`config.mk`:
```
export PLATFORM = sky130hd
export DESIGN_NAME = adxl_spi_master_flat
export DESIGN_NICKNAME = d
export VERILOG_FILES = /design/src/rtl/adxl_spi_master_if.sv /design/src/rtl/adxl_spi_master.sv /design/src/flat_wrapper.sv
export SDC_FILE = /design/constraint.sdc
export NUM_CORES = 1
export LEC_CHECK = 0
export ABC_AREA = 1
export CORE_MARGIN = 1
export CORE_UTILIZATION = 40
export DETAILED_ROUTE_END_ITERATION = 16
export GPL_TIMING_DRIVEN = 0
export REMOVE_ABC_BUFFERS = 1
export SYNTH_ARGS = -nofsm -noshare
export SYNTH_HDL_FRONTEND = slang
export SYNTH_SLANG_ARGS = --single-unit
```
`constraint.sdc`:
```
create_clock -name clk_i -period 1.4 [get_ports clk_i]
set_input_delay 0.21 -clock clk_i [delete_from_list [all_inputs] [get_ports clk_i]]
set_output_delay 0.21 -clock clk_i [all_outputs]
set_load 0.005 [all_outputs]
```
`src/rtl/adxl_spi_master_if.sv`:
```
// Control-side handshake between the accelerometer FSM and the SPI master.
// master = requesting FSM, slave = adxl_spi_master.
interface adxl_spi_master_if;
    logic       start;
    logic       rw;
    logic [5:0] addr;
    logic [7:0] wdata;
    logic       busy;
    logic       done;
    logic [7:0] rdata;

    modport master (output start, rw, addr, wdata, input busy, done, rdata);
    modport slave  (input start, rw, addr, wdata, output busy, done, rdata);
endinterface

```
`src/rtl/adxl_spi_master.sv`:
```
// Single-register SPI mode-3 master for the ADXL345, 16-bit frames.
// sclk_ref is edge-detected on clk_i; each edge is one SPI half-period.
module adxl_spi_master #(
    parameter int unsigned CsGapTicks = 2
) (
    input  logic               clk_i,
    input  logic               rst_ni,
    input  logic               sclk_ref_i,
    adxl_spi_master_if.slave   ctrl,
    output logic               spi_cs_n_o,
    output logic               spi_sclk_o,
    output logic               spi_mosi_o,
    input  logic               spi_miso_i
);
    typedef enum logic [2:0] {StIdle, StSetup, StShift, StHold, StGap} state_e;

    localparam logic [3:0] GapInit = 4'(CsGapTicks);

    state_e      state_q;
    logic        ref_q;
    logic        tick;
    logic [15:0] tx_q;
    logic [7:0]  rx_q;
    logic [3:0]  bit_cnt_q;
    logic [3:0]  gap_cnt_q;
    logic        rw_q;
    logic        cs_n_q;
    logic        sclk_q;
    logic        mosi_q;
    logic        busy_q;
    logic        done_q;
    logic [7:0]  rdata_q;

    assign tick = sclk_ref_i ^ ref_q;

    always_ff @(posedge clk_i or negedge rst_ni) begin
        if (!rst_ni) begin
            state_q   <= StIdle;
            ref_q     <= 1'b0;
            tx_q      <= '0;
            rx_q      <= '0;
            bit_cnt_q <= '0;
            gap_cnt_q <= '0;
            rw_q      <= 1'b0;
            cs_n_q    <= 1'b1;
            sclk_q    <= 1'b1;
            mosi_q    <= 1'b0;
            busy_q    <= 1'b0;
            done_q    <= 1'b0;
            rdata_q   <= '0;
        end else begin
            ref_q  <= sclk_ref_i;
            done_q <= 1'b0;
            unique case (state_q)
                StIdle: begin
                    // A tick coinciding with acceptance is deliberately not counted.
                    if (ctrl.start) begin
                        rw_q      <= ctrl.rw;
                        tx_q      <= {ctrl.rw, 1'b0, ctrl.addr, ctrl.rw ? 8'h00 : ctrl.wdata};
                        bit_cnt_q <= '0;
                        cs_n_q    <= 1'b0;
                        busy_q    <= 1'b1;
                        state_q   <= StSetup;
                    end
                end
                StSetup: begin
                    if (tick) state_q <= StShift;
                end
                StShift: begin
                    if (tick) begin
                        if (sclk_q) begin
                            sclk_q <= 1'b0;
                            mosi_q <= tx_q[15];
                        end else begin
                            sclk_q    <= 1'b1;
                            rx_q      <= {rx_q[6:0], spi_miso_i};
                            tx_q      <= {tx_q[14:0], 1'b0};
                            bit_cnt_q <= bit_cnt_q + 4'd1;
                            if (bit_cnt_q == 4'd15) state_q <= StHold;
                        end
                    end
                end
                StHold: begin
                    if (tick) begin
                        cs_n_q    <= 1'b1;
                        mosi_q    <= 1'b0;
                        done_q    <= 1'b1;
                        if (rw_q) rdata_q <= rx_q;
                        gap_cnt_q <= GapInit;
                        state_q   <= StGap;
                    end
                end
                StGap: begin
                    if (tick) begin
                        if (gap_cnt_q <= 4'd1) begin
                            gap_cnt_q <= '0;
                            busy_q    <= 1'b0;
                            state_q   <= StIdle;
                        end else begin
                            gap_cnt_q <= gap_cnt_q - 4'd1;
                        end
                    end
                end
                default: state_q <= StIdle;
            endcase
        end
    end

    assign ctrl.busy  = busy_q;
    assign ctrl.done  = done_q;
    assign ctrl.rdata = rdata_q;
    assign spi_cs_n_o = cs_n_q;
    assign spi_sclk_o = sclk_q;
    assign spi_mosi_o = mosi_q;
endmodule

```
`src/flat_wrapper.sv`:
```
// flat-port wrapper written by rule: the top's interface ports become plain ports
module adxl_spi_master_flat 
#(
    parameter int unsigned CsGapTicks = 2
)
  (clk_i, rst_ni, sclk_ref_i, spi_cs_n_o, spi_sclk_o, spi_mosi_o, spi_miso_i, ctrl_start, ctrl_rw, ctrl_addr, ctrl_wdata, ctrl_busy, ctrl_done, ctrl_rdata);
  adxl_spi_master_if ctrl_i ();
  input  logic clk_i;
  input  logic rst_ni;
  input  logic sclk_ref_i;
  output logic spi_cs_n_o;
  output logic spi_sclk_o;
  output logic spi_mosi_o;
  input  logic spi_miso_i;
  input wire logic [$bits(ctrl_i.start)-1:0] ctrl_start;
  input wire logic [$bits(ctrl_i.rw)-1:0] ctrl_rw;
  input wire logic [$bits(ctrl_i.addr)-1:0] ctrl_addr;
  input wire logic [$bits(ctrl_i.wdata)-1:0] ctrl_wdata;
  output wire logic [$bits(ctrl_i.busy)-1:0] ctrl_busy;
  output wire logic [$bits(ctrl_i.done)-1:0] ctrl_done;
  output wire logic [$bits(ctrl_i.rdata)-1:0] ctrl_rdata;
  assign ctrl_i.start = ctrl_start;
  assign ctrl_i.rw = ctrl_rw;
  assign ctrl_i.addr = ctrl_addr;
  assign ctrl_i.wdata = ctrl_wdata;
  assign ctrl_busy = ctrl_i.busy;
  assign ctrl_done = ctrl_i.done;
  assign ctrl_rdata = ctrl_i.rdata;
  adxl_spi_master #(.CsGapTicks(CsGapTicks)) u_core (.clk_i(clk_i), .rst_ni(rst_ni), .sclk_ref_i(sclk_ref_i), .ctrl(ctrl_i), .spi_cs_n_o(spi_cs_n_o), .spi_sclk_o(spi_sclk_o), .spi_mosi_o(spi_mosi_o), .spi_miso_i(spi_miso_i));
endmodule
```
==> flow_summary.yaml, run 1 <==
sta:
  rsz0062_at_grt: "yes"
  final-max-slew-violation-count: 0
  fin_ws_ps: -38.86
  final-setup-viol-count: 13
  final_hold_viol_count: 0
  fin_crit_sh: 1.028
  relSlewSlack: 0.7112
  fmax_mhz: 695.0
  worst_slew_pin_slew_ps: 433.2
  tns_ps: -121.8
  fin_crit_ps: 1439
  worst_clock_skew_ps: 9.009
clock_network:
  cts_tree: "built"
  htree_num_levels: 2
  path_clk_slew_ps: 100
  clock_latency_ps: 310
  cts_buffer_depth: 2
  cts-buffers-inserted: 5
  clock-sinks: 50
  cts_root_buffer: "clkbuf_8"
route:
  num_vias: 2107
  wl_per_cell_um: 12.41
  drtIter0Drc: 145
  drc: 0
  drt_first_pass_iters: 4
  totalWireLength_mm: 5.462
  drtAntennaViolNets: 0
  vias_per_cell: 4.789
global_route:
  grt_max_degree: 34
  use_met2: 0.2846
  overflow: 0
  antenna_found_initial: 0
  grt_use_total: 0.1724
  grt_pass1_vias: 1890
  grtUsageMet1: 0.2252
  top_usage_layer: "met2"
  gr-usage-met3: 0.04000
  grt_pass1_wl_mm: 8.576
power_and_ir_drop:
  ir_drop_uv: 856.5
  power_density_nw_per_um2: 2113
  power_leakage_nw: 1.813
  power_mw: 7.137
hold_path:
  hold_class: "in -> async"
status:
  violations: "negative setup slack"
  status: "complete, but fails checks"
logic_synthesis:
  syn_area_per_cell_um2: 8.141
  async_flop_share: 1.000
  syn-cell-area_um2: 2426
  synth-edff-count: 0
  synth_cell_types: 29
  synth_top_area_share: 0.4951
  syn_inst: 298
  ys.flop_type: "dfrtp_1"
  synth.area.top_cells: "dfrtp_1 (50%), nand2_1 (20%), nand3_1 (4.1%)"
  synth_seq_cells: 50
  yosys_warnings: 0
  yosysTopAreaCell: "dfrtp_1"
  ys_seq_area_frac: 0.5168
placement:
  gp_congestion: 0.8134
  port_buffers: 32
  place_hpwl_mm: 3.105
layout:
  synthToLayoutAreaGrowth_pct: 39.25
  final_nets: 387
  final_cell_mix: "nand2_1 (118), dfrtp_1 (45), buf_4 (24), inv_1 (22), nand3_1 (20)"
  drive_gt1_frac: 0.2411
  layout_commonest_cell: "nand2_1"
  diodes: 0
run:
  maxCapViolCount: 0
floorplanning:
  die_y_um: 79.88
  top_level_ports: 33
  start_util: 0.4122
  die_x_um: 79.88
  die-area_um2: 6381
  core_area_um2: 5886
  rows: 28
setup_path:
  cp-end-kind: "flip-flop"
  startpoint_type: "flip-flop"
  crit_type: "reg -> reg"
  worstPathRequired_ps: 1600
  crit_arrival_ps: 1640
  crit_path_max_fanout: 6
==> final timing paths <==
check	from	endpoint	cells after the start	slack (ps)
hold reg to reg	u_core.tx_q[0]	u_core.tx_q[0]	2	480
setup reg to reg	u_core.state_q[2]	u_core.state_q[1]	7	-40
min in group clk_i	sclk_ref_i	u_core.ref_q	1	390
setup / recovery	u_core.state_q[2]	u_core.state_q[1]	7	-40
max in group asynchronous	rst_ni	u_core.spi_sclk_o	3	460
hold / removal	rst_ni	u_core.ctrl.rdata[5]	2	360
==> synth_stat cells (2+ instances only) <==
| library cell | count |
|---|---|
| ha_1 | 3 |
| o21ai_1 | 2 |
| nand2_1 | 127 |
| o21ai_0 | 19 |
| buf_6 | 2 |
| nor2_1 | 13 |
| nor2_4 | 3 |
| inv_2 | 2 |
| buf_2 | 2 |
| nand3_1 | 20 |
| inv_1 | 26 |
| nand4_1 | 3 |
| nand2_2 | 5 |
| o21ai_2 | 7 |
| dfstp_2 | 2 |
| dfrtp_1 | 48 |
| xor2_1 | 2 |
==> layer usage <==
metal | part of all wire | routed length (um)
met1 | 0.46 | 2537
met2 | 0.49 | 2688
met3 | 0.033 | 178
met4 | 0.010 | 57
met5 | 0 | 0
==> registers in the layout, summed over array words and instances (netlist names), 3 cells and up <==
signal,count
u_core.bit_cnt_q,4
u_core.rx_q,8
u_core.gap_cnt_q,4
u_core.ctrl.rdata,8
u_core.state_q,3
u_core.tx_q,16
==> per-stage QoR <==
step	cells	instance area [um^2]	hold WS, ps	setup slack (ps)	utilization
floorplan	292	2371	-85.59	-31.22	-
global placement	399	2785	453.5	-1428	0.4732
detailed placement	400	2800	174.5	-540.9	0.4758
CTS	424	3139	371.7	4.806	0.5334
global route	440	3378	400.8	-107.0	0.5740
finish	440	3378	357.2	-38.86	0.5740
==> logic make-up after synthesis <==
family,after synthesis,synth area share
simple gates,175,0.3100
flops,50,0.5168
buf+inv,36,0.07014
compound gates,32,0.08045
fa+ha+maj,3,0.01547
xor+xnor,2,0.007222
==> report_power, final <==
group          total [mW]  internal (mW)  switching [mW]
Clock                1.22          0.716           0.509
Combinational        3.53           1.57            1.96
Sequential           2.38           2.00           0.381
==> repair_timing <==
action	in CTS	in global routing
pin swaps	5	11
endpoints found under the setup margin	49	47
buffers inserted	15	15
gates cloned	0	1
hold endpoints to repair	16	0
hold buffers	1	0
gates resized for setup	22	36
==> cell type report <==
type | count | area [um^2]
Sequential cell | 50 | 1257
Tap cell | 75 | 93.84
Multi-Input combinational cell | 213 | 1134
Timing Repair Buffer | 64 | 633.1
Fill cell | 557 | 2507
Inverter | 30 | 122.6
Clock inverter | 3 | 68.82
Clock buffer | 5 | 68.82
==> critical path: stages (launching register included) <==
cell and delay, ps:
dfrtp_2 480, nor2_4 180, buf_4 140, nand2_1 60, nand3_1 140, nand4_1 160, nand2_1 120, nand2_1 50
(Power assumes the default switching activity.)
==> run 2: changes to the inputs <==
- CAP_MARGIN: not set -> 20
==> flow_summary.yaml, run 2 (same netlist as run 1, synthesis figures left out) <==
sta:
  worst_slew_pin_slew_ps: 433.2
  rsz0062_at_grt: "yes"
  fin_ws_ps: -38.86
  fin_crit_sh: 1.028
  fmax_mhz: 695.0
  worst_clock_skew_ps: 9.009
  final_hold_viol_count: 0
  final-max-slew-violation-count: 0
  final-setup-viol-count: 13
  relSlewSlack: 0.7112
  fin_crit_ps: 1439
  hold_slack_ps: 357.2
global_route:
  grt_max_degree: 34
  grt_use_total: 0.1724
  grt_pass1_wl_mm: 8.576
  grt_pass1_vias: 1890
  overflow: 0
  antenna_found_initial: 0
run:
  maxCapViolCount: 0
route:
  totalWireLength_mm: 5.462
  wl_per_cell_um: 12.41
  drt_first_pass_iters: 4
  drtIter0Drc: 145
  vias_per_cell: 4.789
  drtAntennaViolNets: 0
  num_vias: 2107
  drc: 0
layout:
  synthToLayoutAreaGrowth_pct: 39.25
  drive_gt1_frac: 0.2411
  largest_reg_flops: 16
  final_cell_mix: "nand2_1 (118), dfrtp_1 (45), buf_4 (24), inv_1 (22), nand3_1 (20)"
  final_nets: 387
  fillers: 557
  top_register: "u_core.tx_q"
  layout_commonest_cell: "nand2_1"
  diodes: 0
placement:
  port_buffers: 32
  place_ws_ps: -540.9
  place_hpwl_mm: 3.105
  gp_congestion: 0.8134
clock_network:
  path_clk_slew_ps: 100
  cts_tree: "built"
  cts-buffers-inserted: 5
  clock_latency_ps: 310
  cts_buffer_depth: 2
  cts_root_buffer: "clkbuf_8"
  clock-sinks: 50
  htree_num_levels: 2
floorplanning:
  die-area_um2: 6381
  top_level_ports: 33
  die_y_um: 79.88
  rows: 28
  start_util: 0.4122
  core_area_um2: 5886
  die_x_um: 79.88
power_and_ir_drop:
  ir_drop_uv: 856.5
  power_density_nw_per_um2: 2113
  power_leakage_nw: 1.813
setup_path:
  critical_path.most_common_cell: "nand2_1"
  startpoint_type: "flip-flop"
  crit_path_max_fanout: 6
  worstPathRequired_ps: 1600
  crit_type: "reg -> reg"
  crit_arrival_ps: 1640
  crit_chain: "nor2_4, buf_4, nand2_1, nand3_1, nand4_1, nand2_1, nand2_1"
  critPathMaxStageDelay_ps: 480
  r2r_start: "u_core.state_q[2]"
  setup.worst_path.start: "u_core.state_q[2]"
  crit_slowest_cell: "dfrtp_2"
  cp-end-kind: "flip-flop"
  reg2reg_depth: 7
hold_path:
  hold_class: "in -> async"
status:
  status: "complete, but fails checks"
  violations: "negative setup slack"
==> run 2: worst max-delay path: cells and delay by family, from the launching register on <==
family | cells | cell delay (ps)
flip-flops | 1 | 480
AND/OR/NAND/NOR | 6 | 710
buffers and inverters | 1 | 140
==> run 2: cell type report <==
| class | instances | area (um^2) | area share |
|---|---|---|---|
| repair buffers | 64 | 633.1 | 0.1874 |
| multi-input cells | 213 | 1134 | 0.3356 |
| clock inverters | 3 | 68.82 | 0.02037 |
| clock buffers | 5 | 68.82 | 0.02037 |
| inverters | 30 | 122.6 | 0.03630 |
| flip-flops and latches | 50 | 1257 | 0.3722 |
| well taps | 75 | 93.84 | 0.02778 |
==> run 2: path summary, 6_finish.rpt <==
kind / endpoint / slack, ps
worst max-delay path: u_core.state_q[1] / -40
worst min-delay path: u_core.ctrl.rdata[5] / 360
worst max register to register: u_core.state_q[1] / -40
worst min register to register: u_core.tx_q[0] / 480
max in group asynchronous: u_core.spi_sclk_o / 460
min in group clk_i: u_core.ref_q / 390
==> run 2: per-stage QoR <==
stage / util / TNS (ps) / instance area, um^2 / power (mW) / instances
5_1_grt: 0.5740 / -1769 / 3378 / 7.669 / 440
3_5_place_dp: 0.4758 / -19100 / 2800 / 4.792 / 400
3_3_place_gp: 0.4732 / -88420 / 2785 / 4.726 / 399
6_report: 0.5740 / -121.8 / 3378 / 7.137 / 440
4_1_cts: 0.5334 / 0 / 3139 / 6.643 / 424
2_1_floorplan: - / -154.5 / 2371 / 3.995 / 292
==> run 2: what timing repair did <==
item                                    CTS  global route
buffers inserted                         15            15
gates cloned                              0             1
hold buffers                              1             0
endpoints found under the setup margin   49            47
endpoints found under the hold margin    16             0
pin swaps                                 5            11
gates resized for setup                  22            36
==> run 2: power breakdown <==
group          leakage [nW]  internal, mW  switching (mW)
Clock                0.0683         0.716           0.509
Sequential            0.643          2.00           0.381
Combinational          1.10          1.57            1.96
Total                  1.81          4.29            2.85
==> run 2: layer usage <==
layer / GRT usage / wire length (um)
met5: 0 / 0
met3: 0.04000 / 178
met4: 0.04821 / 57
met1: 0.2252 / 2537
met2: 0.2846 / 2688
==> run 3: changes to the inputs <==
- CTS_BUF_LIST: not set -> sky130_fd_sc_hd__clkbuf_16
- MAX_ROUTING_LAYER: not set -> met4
==> flow_summary.yaml, run 3 (same netlist as run 1, synthesis figures left out) <==
route:
  drt_first_pass_iters: 4
  drc: 0
  num_vias: 2006
  drtAntennaViolNets: 0
  vias_per_cell: 4.676
  totalWireLength_mm: 5.111
  wl_per_cell_um: 11.91
  drtIter0Drc: 130
sta:
  worst_slew_pin_slew_ps: 429.2
  fin_ws_ps: -53.81
  final_hold_viol_count: 0
  fmax_mhz: 687.8
  final-max-slew-violation-count: 0
  relSlewSlack: 0.7139
  worst_clock_skew_ps: 3.842
  final-setup-viol-count: 22
  hold_slack_ps: 384.4
  fin_crit_sh: 1.038
  fin_crit_ps: 1454
  rsz0062_at_grt: "yes"
global_route:
  grt_max_degree: 34
  antenna_found_initial: 0
  grt_use_total: 0.1770
  grt_pass1_vias: 1882
  grt_pass1_wl_mm: 8.521
  overflow: 0
hold_path:
  hold_class: "in -> async"
placement:
  place_ws_ps: -540.9
  dp.cells: 400
  place_hpwl_mm: 3.105
  gp_congestion: 0.8254
  port_buffers: 32
layout:
  drive_gt1_frac: 0.1977
  final_nets: 376
  final_cell_mix: "nand2_1 (124), dfrtp_1 (45), clkdlybuf4s50_1 (28), inv_1 (23), nand3_1 (20)"
  synthToLayoutAreaGrowth_pct: 34.76
  top_register: "u_core.tx_q"
  fillers: 561
  final_core_utilization: 0.5555
  layout_commonest_cell: "nand2_1"
  largest_reg_flops: 16
  fin_cells: 429
  diodes: 0
setup_path:
  r2r_slack_ps: -50
  crit_path_max_fanout: 6
  cp-end-kind: "flip-flop"
  crit_slowest_cell: "dfrtp_2"
  startpoint_type: "flip-flop"
  r2r_start: "u_core.state_q[2]"
  worstPathRequired_ps: 1620
  r2r_end: "u_core.state_q[1]"
  critical_path.most_common_cell: "nand2_1"
  crit_chain: "nor2_4, nand3b_1, buf_4, nand4_1, nand2_1, nand2_1"
  crit_arrival_ps: 1680
  crit_type: "reg -> reg"
  reg2reg_depth: 6
  critPathMaxStageDelay_ps: 460
clock_network:
  cts_root_buffer: "clkbuf_16"
  cts_tree: "built"
  cts_buffer_depth: 2
  clock-sinks: 50
  clock_latency_ps: 290
  cts-buffers-inserted: 5
  path_clk_slew_ps: 70
  htree_num_levels: 2
power_and_ir_drop:
  ir_drop_uv: 889.0
  power_leakage_nw: 1.617
  power_density_nw_per_um2: 2202
run:
  maxCapViolCount: 0
floorplanning:
  rows: 28
  start_util: 0.4122
  core_area_um2: 5886
  die_x_um: 79.88
  die_y_um: 79.88
  die-area_um2: 6381
  top_level_ports: 33
status:
  violations: "negative setup slack"
  status: "complete, but fails checks"
run 3: how the worst max path moves through the flow:
stage                              startpoint             endpoint  slack, ps  cells past startpoint
final                       u_core.state_q[2]    u_core.state_q[1]        -50                      6
after global placement                 rst_ni       u_core.tx_q[6]      -1430                      1
after floorplan             u_core.state_q[0]      u_core.tx_q[11]        -30                      8
after global routing        u_core.state_q[2]  u_core.bit_cnt_q[2]       -110                      6
after CTS                 u_core.gap_cnt_q[0]    u_core.state_q[1]       -0.8                     10
after detailed placement           sclk_ref_i  u_core.bit_cnt_q[3]       -540                      8
run 3: routing by layer:
| layer | share of wire | global-route usage | up-vias |
|---|---|---|---|
| met4 | 0.012 | 0.05357 | 0 |
| met3 | 0.037 | 0.03657 | 6 |
| met2 | 0.47 | 0.2821 | 33 |
| li1 | - | - | 1045 |
| met1 | 0.48 | 0.2270 | 922 |
| met5 | 0 | - | - |
run 3: area by class of cell:
type / count / area, um^2 / area share
clock buffer: 5 / 125.1 / 0.03827
clock inverter: 3 / 68.82 / 0.02105
inverter: 30 / 122.6 / 0.03750
multi-input combinational: 212 / 1081 / 0.3307
sequential: 50 / 1257 / 0.3846
tap: 75 / 93.84 / 0.02870
timing repair buffer: 54 / 520.5 / 0.1592
run 3: power breakdown:
| part | internal [mW] | total [mW] | switching, mW |
|---|---|---|---|
| Combinational | 1.42 | 3.24 | 1.82 |
| Sequential | 2.00 | 2.38 | 0.377 |
| Clock | 1.03 | 1.58 | 0.549 |
| Total | 4.45 | 7.20 | 2.75 |
run 3: repair_timing:
item                                   CTS  global route
gates cloned                             0             0
resized for setup                       23            10
hold buffers                             1             0
setup endpoints to repair               48            37
endpoints found under the hold margin   16             0
setup buffers                           13             7
pin swaps                                4             3
run 3: per-stage QoR:
stage / setup TNS [ps] / power (mW) / area (um^2)
after floorplan: -154.5 / 3.995 / 2371
after global placement: -88420 / 4.726 / 2785
after detailed placement: -19100 / 4.792 / 2800
after CTS: -0.7523 / 6.966 / 3188
after global routing: -2788 / 7.722 / 3269
final: -600.7 / 7.198 / 3269
run 3: critical path: cells and delay by family (launching register included):
kind,cells,cell delay [ps]
simple gates,5,710
flops,1,460
buf+inv,1,220
